`src/rtl/mca_pkg.sv`:
```
// Shared definitions for the multicycle adder: FSM state encoding and default widths.
package mca_pkg;

  localparam int MCA_DATA_WIDTH  = 16;
  localparam int MCA_CHUNK_WIDTH = 4;

  typedef enum logic [1:0] {
    IDLE = 2'd0,
    CALC = 2'd1,
    DONE = 2'd2
  } mca_state_e;

endpackage

```
`src/rtl/carry_ripple_adder.sv`:
```
// Combinational ripple-carry adder of CRA_BIT_NUMB bits with carry in and carry out.
module carry_ripple_adder #(
  parameter int CRA_BIT_NUMB = 4
) (
  input  logic [CRA_BIT_NUMB-1:0] a_i,
  input  logic [CRA_BIT_NUMB-1:0] b_i,
  input  logic                    c_i,
  output logic [CRA_BIT_NUMB-1:0] s_o,
  output logic                    c_o
);

  logic [CRA_BIT_NUMB:0] c;

  assign c[0] = c_i;

  for (genvar i = 0; i < CRA_BIT_NUMB; i++) begin : g_bit
    assign s_o[i]   = a_i[i] ^ b_i[i] ^ c[i];
    assign c[i+1]   = (a_i[i] & b_i[i]) | (c[i] & (a_i[i] ^ b_i[i]));
  end

  assign c_o = c[CRA_BIT_NUMB];

endmodule

```
`src/rtl/multicycle_adder.sv`:
```
// Adds/subtracts two DATA_WIDTH operands CHUNK_WIDTH bits per cycle with valid/ready handshakes.
// Define MULTICYCLE_ADDER_FLAGS_EN to compute zero_o and ovf_o; otherwise both are tied to 0.
module multicycle_adder
  import mca_pkg::*;
#(
  parameter int DATA_WIDTH  = MCA_DATA_WIDTH,
  parameter int CHUNK_WIDTH = MCA_CHUNK_WIDTH
) (
  input  logic                  clk_i,
  input  logic                  rst_i,
  input  logic                  in_valid_i,
  output logic                  in_ready_o,
  input  logic [DATA_WIDTH-1:0] a_i,
  input  logic [DATA_WIDTH-1:0] b_i,
  input  logic                  carry_i,
  input  logic                  sub_i,
  output logic [DATA_WIDTH-1:0] sum_o,
  output logic                  carry_o,
  output logic                  zero_o,
  output logic                  ovf_o,
  output logic                  out_valid_o,
  input  logic                  out_ready_i
);

  localparam int N     = DATA_WIDTH / CHUNK_WIDTH;
  localparam int CNT_W = (N > 1) ? $clog2(N) : 1;
  localparam logic [CNT_W-1:0] LAST = CNT_W'(N - 1);

  if ((DATA_WIDTH % CHUNK_WIDTH) != 0 || DATA_WIDTH < CHUNK_WIDTH) begin : g_bad_width
    $error("multicycle_adder: DATA_WIDTH must be a positive multiple of CHUNK_WIDTH");
  end

  mca_state_e            state_q;
  logic [CNT_W-1:0]      cnt_q;
  logic                  cin_q;
  logic [DATA_WIDTH-1:0] a_q, b_q;
  logic [DATA_WIDTH-1:0] acc_q, acc_d;
  logic [DATA_WIDTH-1:0] sum_q;
  logic                  carry_q;

  logic [CHUNK_WIDTH-1:0] a_chunk, b_chunk, s_chunk;
  logic                   c_chunk;

  assign a_chunk = a_q[cnt_q*CHUNK_WIDTH +: CHUNK_WIDTH];
  assign b_chunk = b_q[cnt_q*CHUNK_WIDTH +: CHUNK_WIDTH];

  carry_ripple_adder #(
    .CRA_BIT_NUMB(CHUNK_WIDTH)
  ) u_chunk_adder (
    .a_i(a_chunk),
    .b_i(b_chunk),
    .c_i(cin_q),
    .s_o(s_chunk),
    .c_o(c_chunk)
  );

  always_comb begin
    acc_d = acc_q;
    acc_d[cnt_q*CHUNK_WIDTH +: CHUNK_WIDTH] = s_chunk;
  end

  // Operand and working-sum registers carry no reset; only control and outputs do.
  always_ff @(posedge clk_i) begin
    if (state_q == IDLE && in_valid_i) begin
      a_q <= a_i;
      b_q <= sub_i ? ~b_i : b_i;
    end
    if (state_q == CALC) begin
      acc_q <= acc_d;
    end
  end

`ifdef MULTICYCLE_ADDER_FLAGS_EN
  logic zero_q, ovf_q;
  // Carry into the MSB is recovered from the MSB sum bit and its two operand bits.
  logic msb_cin;
  assign msb_cin = s_chunk[CHUNK_WIDTH-1] ^ a_q[DATA_WIDTH-1] ^ b_q[DATA_WIDTH-1];

  always_ff @(posedge clk_i or posedge rst_i) begin
    if (rst_i) begin
      zero_q <= 1'b0;
      ovf_q  <= 1'b0;
    end else if (state_q == CALC && cnt_q == LAST) begin
      zero_q <= (acc_d == '0);
      ovf_q  <= msb_cin ^ c_chunk;
    end
  end

  assign zero_o = zero_q;
  assign ovf_o  = ovf_q;
`else
  assign zero_o = 1'b0;
  assign ovf_o  = 1'b0;
`endif

  always_ff @(posedge clk_i or posedge rst_i) begin
    if (rst_i) begin
      state_q <= IDLE;
      cnt_q   <= '0;
      cin_q   <= 1'b0;
      sum_q   <= '0;
      carry_q <= 1'b0;
    end else begin
      case (state_q)
        IDLE: begin
          if (in_valid_i) begin
            cin_q   <= sub_i ? 1'b1 : carry_i;
            cnt_q   <= '0;
            state_q <= CALC;
          end
        end
        CALC: begin
          cin_q <= c_chunk;
          cnt_q <= cnt_q + 1'b1;
          if (cnt_q == LAST) begin
            sum_q   <= acc_d;
            carry_q <= c_chunk;
            state_q <= DONE;
          end
        end
        DONE: begin
          if (out_ready_i) begin
            state_q <= IDLE;
          end
        end
        default: state_q <= IDLE;
      endcase
    end
  end

  assign in_ready_o  = (state_q == IDLE);
  assign out_valid_o = (state_q == DONE);
  assign sum_o       = sum_q;
  assign carry_o     = carry_q;

endmodule

```
`config.mk`:
```
export PLATFORM = sky130hd
export DESIGN_NAME = multicycle_adder
export DESIGN_NICKNAME = d
export VERILOG_FILES = /design/src/rtl/mca_pkg.sv /design/src/rtl/carry_ripple_adder.sv /design/src/rtl/multicycle_adder.sv
export SDC_FILE = /design/constraint.sdc
export NUM_CORES = 1
export LEC_CHECK = 0
export CAP_MARGIN = 20
export CORE_ASPECT_RATIO = 1.4
export CORE_UTILIZATION = 55
export DETAILED_ROUTE_END_ITERATION = 12
export PLACE_DENSITY_LB_ADDON = 0.15
export SETUP_SLACK_MARGIN = 0.05
export SYNTH_ARGS = -nofsm -noshare
export SYNTH_HDL_FRONTEND = slang
export SYNTH_SLANG_ARGS = --single-unit
```
`constraint.sdc`:
```
create_clock -name clk_i -period 8.86 [get_ports clk_i]
set_clock_uncertainty 0.2 [all_clocks]
set_input_delay 1.772 -clock clk_i [delete_from_list [all_inputs] [get_ports clk_i]]
set_output_delay 1.772 -clock clk_i [all_outputs]
set_load 0.03 [all_outputs]
```
# ---- Yosys cells after proc, flatten, opt, wreduce, memory -nomap -nowiden
# Cells that the tools add are included.
# Widths: inputs -> output; s select.
dict set report totals {
  reg_bits 70
  latchBits 0
  ram_bits 0
  romBits 0
  in_bits 38
  out_inout_bits 21
  wordCells 58
  memories 0
}
dict set report classes {
  n_addsub 2
  n_mul 0
  div 0
  n_lt_le_gt_ge 0
  n_eq_ne 6
  shift 4
  muxes 11
  bitwise_logic 21
  reduce_logical 6
}
# operator count
set op_table {}
lappend op_table {{$neg 4->34} 1}
lappend op_table {{$shift 4x34->16 const A} 1}
lappend op_table {{$shiftx 4x34->16} 1}
lappend op_table {{$shiftx 16x5->4} 2}
lappend op_table {{$bwmux 16} 1}
lappend op_table {{$mux 16} 1}
lappend op_table {{$not 16->16} 1}
lappend op_table {{$and 1x1->1} 8}
lappend op_table {{$mux 2} 4}
lappend op_table {{$xor 1x1->1} 8}
lappend op_table {{$pmux 2 s3} 1}
lappend op_table {{$eq 2x2->1 const B} 2}
lappend op_table {{$ne 2x1->1 const B} 2}
lappend op_table {{$or 1x1->1} 4}
lappend op_table {{$pmux 2 s2} 1}
lappend op_table {{$reduce_and 2->1} 2}
lappend op_table {{$reduce_and 3->1} 1}
lappend op_table {{$add 2x1->2 const B} 1}
lappend op_table {{$eq 2x1->1 const B} 1}
lappend op_table {{$logic_not 2->1} 1}
lappend op_table {{$mux 1} 2}
lappend op_table {{$ne 2x2->1 const B} 1}
lappend op_table {{$pmux 1 s2} 1}
lappend op_table {{$reduce_bool 2->1} 1}
lappend op_table {{$logic_and 1x1->1} 1}

# ---- Longest topological paths before layout
# Gate-level depths: netlist of run 1.
dict set report logic_depth {
  depth_word 11
  mapped_depth 13
  mapped_depth_nobuf 12
}

# ---- By module
# A second synthesis of run 1 with hierarchy kept.
dict set report hier_totals {
  hier_cells 220
  area_unflattened_um2 3041.7
}
# module n_inst cells_per_inst area_each_um2
set by_module_without_submodules {}
lappend by_module_without_submodules {multicycle_adder 1 206 2924.1}
lappend by_module_without_submodules {carry_ripple_adder 1 14 117.6}

# ---- Worst setup path before layout of run 1
# Ideal clock, no wire load.
dict set report synth_path {
  kind {input -> register}
  startpoint {input port in_valid_i}
  endpoint {register a_q[0], enable pin}
  setup_ns 0.392
  t_arrival_ns 2.565
  required_time_ns 8.268
  setup_slack_ns 5.703
  stages 1
  n_path_buf 0
  path_cell_list {and2_1}
}
dict set report synth_via {
  elab_chain_len 1
}
# item line
set synth_lines {}
lappend synth_lines {{from (decl)} multicycle_adder.sv:11} ;# input logic in_valid_i,
lappend synth_lines {{$logic_and 1x1->1} multicycle_adder.sv:64} ;# if (state_q == IDLE && in_valid_i) begin
lappend synth_lines {{to (signal assigned)} multicycle_adder.sv:65} ;# a_q <= a_i;
lappend synth_lines {{to (decl)} multicycle_adder.sv:36} ;# logic [DATA_WIDTH-1:0] a_q, b_q;
# No other way between the ends.
# A chain may end at the register's enable or synchronous reset.

# ---- Final worst setup path of run 1
dict set report layout_path {
  startpoint {register cnt_q[0]}
  endpoint {register sum_q[7], in the netlist sum_o[7]}
}
dict set report layout_via {
  elab_chain_len 11
}
# item line
set layout_lines {}
lappend layout_lines {{from (decl)} multicycle_adder.sv:34} ;# logic [CNT_W-1:0] cnt_q;
lappend layout_lines {{from (signal assigned)} multicycle_adder.sv:114} ;# cnt_q <= cnt_q + 1'b1;
lappend layout_lines {{$shiftx 16x5->4, on equally long branches} {multicycle_adder.sv:44, multicycle_adder.sv:45}}
lappend layout_lines {{$xor 1x1->1} {carry_ripple_adder.sv:17, carry_ripple_adder.sv:18}}
lappend layout_lines {{$and 1x1->1} carry_ripple_adder.sv:18} ;# assign c[i+1] = (a_i[i] & b_i[i]) | (c[i] & (a_i[i] ^ b_i[i]));
lappend layout_lines {{$or 1x1->1} carry_ripple_adder.sv:18}
lappend layout_lines {{$and 1x1->1} carry_ripple_adder.sv:18}
lappend layout_lines {{$or 1x1->1} carry_ripple_adder.sv:18}
lappend layout_lines {{$and 1x1->1} carry_ripple_adder.sv:18}
lappend layout_lines {{$or 1x1->1} carry_ripple_adder.sv:18}
lappend layout_lines {{$xor 1x1->1} carry_ripple_adder.sv:17} ;# assign s_o[i] = a_i[i] ^ b_i[i] ^ c[i];
lappend layout_lines {{$shiftx 4x34->16} multicycle_adder.sv:59} ;# acc_d[cnt_q*CHUNK_WIDTH +: CHUNK_WIDTH] = s_chunk;
lappend layout_lines {{$bwmux 16} multicycle_adder.sv:59}
lappend layout_lines {{to (signal assigned)} multicycle_adder.sv:101} ;# sum_q <= '0;
lappend layout_lines {{to (signal assigned)} multicycle_adder.sv:116} ;# sum_q <= acc_d;
lappend layout_lines {{to (decl)} multicycle_adder.sv:38} ;# logic [DATA_WIDTH-1:0] sum_q;
# Several ways; a longest one is shown, not always the timed one.

==> run metrics, run 1 <==
initial antenna violation count 0; H-tree depth 3; Detail Route Antenna Nets 0; die height 92.4 um; max-slew violations 0; status complete, no violations; CTS tree done; Final Cycle Share 0.426; CTS Buf Count 9; CP arrival 3.84 ns; syn_area_per_cell 13.7 sq um; WP buf/inv 4; I/O pins 59; DR vias 1966; hold endpoint sum_o[3]; ANT cells 0; clock slew at reported path FFs 0.07 ns; Lkg Pwr 1.60 nW; part of the Yosys area used for sequential elements 0.620; hold path start sum_o[3]; R2R depth 12; vias in the first global route 1986; Synth Flop Type edfxtp_1; fillers 408; Worst Hold Class flip-flop to flip-flop; slack of the worst reg-to-reg path 5.09 ns; # DRC 0; power after layout 1.50 mW; GRT Total Usage 0.210; Crit. End Element flip-flop; synthesized instance count 235; Critical Path Start Type flip-flop; first-pass GRT wire length 9190 um; Cells after DPL 351; Hold Buf Count CTS 0; Root Buffer clkbuf_8; share of the synthesized area in the top cell type 0.449; Vias/cell 5.36; Reg-to-Reg End sum_o[7]; slowest CP cell dfrtp_1; worst r2r src cnt_q[0]; RSZ-0062 raised after global routing false; Synth area leaders edfxtp_1 (45%), dfrtp_1 (17%), mux4_2 (5.6%), xor2_1 (4.4%), nand2b_1 (3.5%); final setup vio count 0; Core ar. 5570 sq um; Unique masters post-synth 34; HPWL after DPL 3950 um; number of placement rows 32; die footprint 6150 sq um; Placement Setup Slack 5.07 ns; worst skew pair latency 0.34 ns; Clock Tree Buf Depth 2; Initial DRC Count 179; ys async rst share 0.314; Fmax 0.265 GHz; Resized cells post-CTS 0; Hold Vio Cnt, Final 0; total wire length 5410 um; worst-path fanout max 21; PnR worst setup slack 5.09 ns; Mapped Area 3210 sq um; crit-path cells mux4_2 -> inv_1 -> fa_1 -> inv_1 -> fa_1 -> inv_1 -> fa_1 -> inv_1 -> fa_1 -> nor2b_1 -> nand4_1 -> a31oi_1; Slew headroom 0.409; Die W 66.6 um; leading area contributor after synthesis edfxtp_1; peak supply drop 0.000177 V; number of synthesized register bits 70; Port Buffers 56; Critical Path RT 8.93 ns; Pwr Density 375 nW/um^2; worst hold margin 0.353 ns; Final #Nets 342; Initial Utilization 0.577; Routed wire per std cell 14.7 um; largest net degree at the start of global routing 33; gr ovfl total 0; Pre-antenna DRT Iters 4; slowest stage delay, CP 0.89 ns; Final TNS setup 0 ns; max cap viols 0; Placer Congestion 0.789; share of cells above drive strength 1 0.0936; Crit Path Category flip-flop to flip-flop; Clock Sinks 70; crit path time final 3.77 ns; Warnings, synthesis 0; Post-CTS Setup Repair Bufs 0; Layout Cells excl Fill 367; Slew @ Worst Pin 0.884 ns; crit-path leading delay family adder cells; EDFF count, synth 48; Hold Crit Depth 2; Synth-to-Final Area Change 24.5%
[metrics by stage]
step                      utilization  cell area [sq um]
after CTS                       0.719               4000
after global routing            0.719               4000
after floorplan                     -               3220
final                           0.719               4000
after global placement          0.675               3760
after detailed placement        0.680               3780
[worst register-to-register path, cell delays in order (launching register included)]
cell     delay (ns)
dfrtp_1        0.89
mux4_2         0.61
inv_1          0.09
fa_1           0.16
inv_1          0.05
fa_1           0.35
inv_1          0.08
fa_1           0.16
inv_1          0.05
fa_1           0.49
nor2b_1        0.23
nand4_1        0.15
a31oi_1        0.21
[layout by cell type (no fill, tap or decap), types with 2 or more instances in the layout]
cell,count
fa_1,4
dfrtp_1,22
a31oi_1,16
bufinv_16,2
nand2_1,20
ha_1,6
nand3_1,8
nand2b_1,18
clkbuf_1,2
clkinv_2,2
xor2_1,16
clkdlybuf4s50_1,56
mux4_2,8
clkbuf_8,10
nor2_1,21
nand4_1,4
nor2b_1,3
edfxtp_1,48
inv_1,14
conb_1,2
[cell usage after synthesis (3+ instances only)]
cell type and number:
buf_4 3, inv_1 14, nand2b_1 18, ha_1 6, buf_8 3, a31oi_1 16, nor2_1 21, nor2b_1 3
fa_1 4, nand2_1 20, edfxtp_1 48, mux4_2 8, dfrtp_1 22, buf_6 3, nand3_1 8, xor2_1 16
nand4_1 4
[power breakdown]
group	internal, mW	switching [mW]
Sequential	0.502	0.0729
Combinational	0.287	0.364
Clock	0.165	0.111
[final cells by class]
type	instances	area, sq um	share of cell area
clock buffers	12	145	0.0363
clock inverters	4	70.1	0.0175
inverters	14	52.6	0.0131
multi-input cells	141	1060	0.265
flip-flops and latches	70	1990	0.498
well taps	68	85.1	0.0213
repair buffers	58	596	0.149
[how the worst max path moves through the flow]
stage          slack, ns       start        end  cells past startpoint
3_5_place_dp        5.07    cnt_q[0]   sum_o[7]                     12
6_report            5.09    cnt_q[0]   sum_o[7]                     12
5_1_grt             4.77    cnt_q[0]  sum_o[11]                     12
3_3_place_gp        5.14    cnt_q[0]   sum_o[7]                     12
2_1_floorplan       5.70  in_valid_i     a_q[0]                      1
4_1_cts             5.04    cnt_q[0]   sum_o[7]                     12
[flip-flops by register name, indices dropped and copies added (netlist names)]
| name | flops |
|---|---|
| a_q | 16 |
| acc_q | 16 |
| b_q | 16 |
| carry_o | 1 |
| cin_q | 1 |
| cnt_q | 2 |
| state_q | 2 |
| sum_o | 16 |
[cell families after synthesis]
| logic type | share of synthesized area |
|---|---|
| compound gates | 0.0452 |
| xor+xnor | 0.0436 |
| fa+ha+maj | 0.0483 |
| buf+inv | 0.0510 |
| flops | 0.620 |
| mux | 0.0639 |
| other cells | 0.00117 |
| simple gates | 0.127 |
[per-layer routing]
layer	global-route usage	wire length, um
met4	0.138	212
met5	0	0
met2	0.338	2830
met1	0.243	2130
met3	0.0530	237
Note: power is estimated with default switching activity, not from simulation.
==> inputs of run 2 (changes only) <==
--- a/config.mk
+++ b/config.mk
@@ -7,7 +7,7 @@
 export LEC_CHECK = 0
 export CAP_MARGIN = 20
 export CORE_ASPECT_RATIO = 1.4
-export CORE_UTILIZATION = 55
+export CORE_UTILIZATION = 52
 export DETAILED_ROUTE_END_ITERATION = 12
 export PLACE_DENSITY_LB_ADDON = 0.15
 export SETUP_SLACK_MARGIN = 0.05
==> constraint.sdc (replaced) <==
create_clock -name clk_i -period 3.5 [get_ports clk_i]
set_clock_uncertainty 0.2 [all_clocks]
set_input_delay 0.7 -clock clk_i [delete_from_list [all_inputs] [get_ports clk_i]]
set_output_delay 0.7 -clock clk_i [all_outputs]
set_load 0.03 [all_outputs]
==> run 2 against run 1 <==
Net effect: worst hold slack got worse by 0.025 ns; utilization shrank 4.3 points; sequential share of layout area up 0.19 points; flip-flop and latch count is the same; largest cell class unchanged; worst setup slack worse by 4.8 ns; first-iteration DRC count fell by 47%; global-route usage is 1.8 points lower; clock power increased by 130%; sequential power increased by 150%; power rose by 150%.
==> run metrics, run 2 (same netlist as run 1, synthesis figures left out) <==
hold path start carry_o (was sum_o[3]); Lkg Pwr 1.60 nW (about the same); Critical Path Start Type flip-flop (unchanged); gr busiest metal met2 (unchanged); max-slew violations 0 (unchanged); Cells after DPL 357 (was 351); vias in the first global route 1956 (was 1986); Worst Hold Class flip-flop to flip-flop (unchanged); Core ar. 5900 sq um (was 5570 sq um); Initial DRC Count 94 (was 179); final setup vio count 0 (unchanged); worst r2r src cnt_q[0] (unchanged); status complete, no violations (unchanged); CTS Buf Count 9 (unchanged); Critical Path RT 3.56 ns (was 8.93 ns); GR Util met2 0.311 (was 0.338); first-pass GRT wire length 8740 um (was 9190 um); Final TNS setup 0 ns (unchanged); Final #Nets 346 (was 342); initial antenna violation count 0 (unchanged); Routed wire per std cell 14.3 um (was 14.7 um); Pwr Density 936 nW/um^2 (was 375 nW/um^2); I/O pins 59 (unchanged); Hold Buf Count CTS 0 (unchanged); Fmax 0.316 GHz (was 0.265 GHz); most common cell after layout, fill and taps aside clkdlybuf4s50_1 (unchanged); total wire length 5330 um (was 5410 um); clock slew at reported path FFs 0.07 ns (about the same); Hold Vio Cnt, Final 0 (unchanged); Final Cycle Share 0.905 (was 0.426); Slew headroom 0.419 (was 0.409); PnR worst setup slack 0.333 ns (was 5.09 ns); share of cells above drive strength 1 0.112 (was 0.0936); DR vias 1954 (was 1966); Die W 68.4 um (was 66.6 um); Reg-to-Reg End sum_o[7] (unchanged); GRT Total Usage 0.192 (was 0.210); Initial Utilization 0.544 (was 0.577); die height 95.0 um (was 92.4 um); slowest CP cell mux4_2 (was dfrtp_1); hold endpoint carry_o (was sum_o[3]); worst skew pair latency 0.34 ns (about the same); Pre-antenna DRT Iters 4 (unchanged); # DRC 0 (unchanged); crit path time final 3.17 ns (was 3.77 ns); Layout Cells excl Fill 373 (was 367); worst-path fanout max 5 (was 21); Crit. End Element flip-flop (unchanged); number of placement rows 33 (was 32); Post-CTS Setup Repair Bufs 0 (unchanged); peak supply drop 0.000423 V (was 0.000177 V); H-tree depth 3 (unchanged); crit-path cells mux4_2 -> inv_1 -> fa_1 -> inv_1 -> fa_1 -> inv_1 -> fa_1 -> inv_1 -> fa_1 -> nor2b_1 -> nand4_1 -> a31oi_1 (unchanged); Synth-to-Final Area Change 24.2% (was 24.5%); slack of the worst reg-to-reg path 0.33 ns (was 5.09 ns); largest net degree at the start of global routing 33 (unchanged); gr ovfl total 0 (unchanged); CTS tree done (unchanged); Clock Tree Buf Depth 2 (unchanged); Port Buffers 56 (unchanged); die footprint 6500 sq um (was 6150 sq um); max cap viols 0 (unchanged); met3 Use GR 0.0338 (was 0.0530); RSZ-0062 raised after global routing false (unchanged); slowest stage delay, CP 0.51 ns (was 0.89 ns); HPWL after DPL 3880 um (was 3950 um); Root Buffer clkbuf_8 (unchanged); Slew @ Worst Pin 0.870 ns (was 0.884 ns); Placement Setup Slack 0.264 ns (was 5.07 ns); ANT cells 0 (unchanged); CP arrival 3.23 ns (was 3.84 ns); Vias/cell 5.24 (was 5.36); Detail Route Antenna Nets 0 (unchanged); Placer Congestion 0.778 (was 0.789); R2R depth 12 (unchanged); Clock Sinks 70 (unchanged); met1 Use GR 0.221 (was 0.243); Crit Path Category flip-flop to flip-flop (unchanged); fillers 461 (was 408); Hold Crit Depth 1 (was 2); most frequent cells in the layout clkdlybuf4s50_1 (56), edfxtp_1 (48), nor2_1 (21), dfrtp_1 (21), nand2_1 (20) (was clkdlybuf4s50_1 (56), edfxtp_1 (48), dfrtp_1 (22), nor2_1 (21), nand2_1 (20))
## run 2: cell types whose count changed in the layout (fill, tap and decap cells not counted), sizes merged
cell and delta:
buf +4, clkbuf -3, clkinv +3, bufinv -1
clkinvlp +1
## run 2: repair_timing
| item | 4_1_cts | 5_1_grt |
|---|---|---|
| hold endpoints to repair | 0 | 0 |
| setup endpoints to repair | 0 | 1 |
| resized for setup | 0 | 1 |
## run 2: final cells by class
type	count	area [sq um]	share of cell area
Sequential cell	70	1990	0.500
Tap cell	70	87.6	0.0220
Clock inverter	7	65.1	0.0163
Timing Repair Buffer	62	606	0.152
Inverter	14	52.6	0.0132
Clock buffer	9	124	0.0311
Multi-Input combinational cell	141	1060	0.266
## run 2: how the worst max path moves through the flow
stage | to | slack [ns] | from | cells past startpoint
floorplan | sum_o[7] | 0.35 | cnt_q[0] | 13
global placement | sum_o[7] | 0.28 | cnt_q[0] | 12
detailed placement | sum_o[7] | 0.26 | cnt_q[0] | 12
CTS | sum_o[7] | 0.24 | cnt_q[0] | 12
global route | sum_o[7] | 0.12 | cnt_q[0] | 12
finish | sum_o[7] | 0.33 | cnt_q[0] | 12
## run 2: power breakdown
group / leakage, nW / internal (mW) / switching [mW]
clock network: 0.0964 / 0.324 / 0.298
logic: 0.787 / 0.731 / 0.966
registers: 0.714 / 1.27 / 0.139
total: 1.60 / 2.33 / 1.40
## run 2: metrics by stage
step	hold slack [ns]	total power, mW	util	area (sq um)
6_report	0.328	3.73	0.675	3990
3_5_place_dp	0.309	3.14	0.643	3800
4_1_cts	0.336	3.76	0.675	3990
5_1_grt	0.358	3.99	0.675	3990
3_3_place_gp	0.302	3.10	0.643	3800
2_1_floorplan	0.300	2.63	-	3220
## run 2: worst max-delay path: cells and delay by family (launching register included)
| kind | cells | cell delay [ns] |
|---|---|---|
| compound gates | 1 | 0.17 |
| fa+ha+maj | 4 | 1.15 |
| buf+inv | 4 | 0.25 |
| flops | 1 | 0.44 |
| mux | 1 | 0.51 |
| simple gates | 2 | 0.37 |
## run 2: per-layer routing
layer | part of all wire | wire length [um]
met5 | 0 | 0
met4 | 0.042 | 225
met3 | 0.028 | 149
met2 | 0.52 | 2770
met1 | 0.41 | 2180
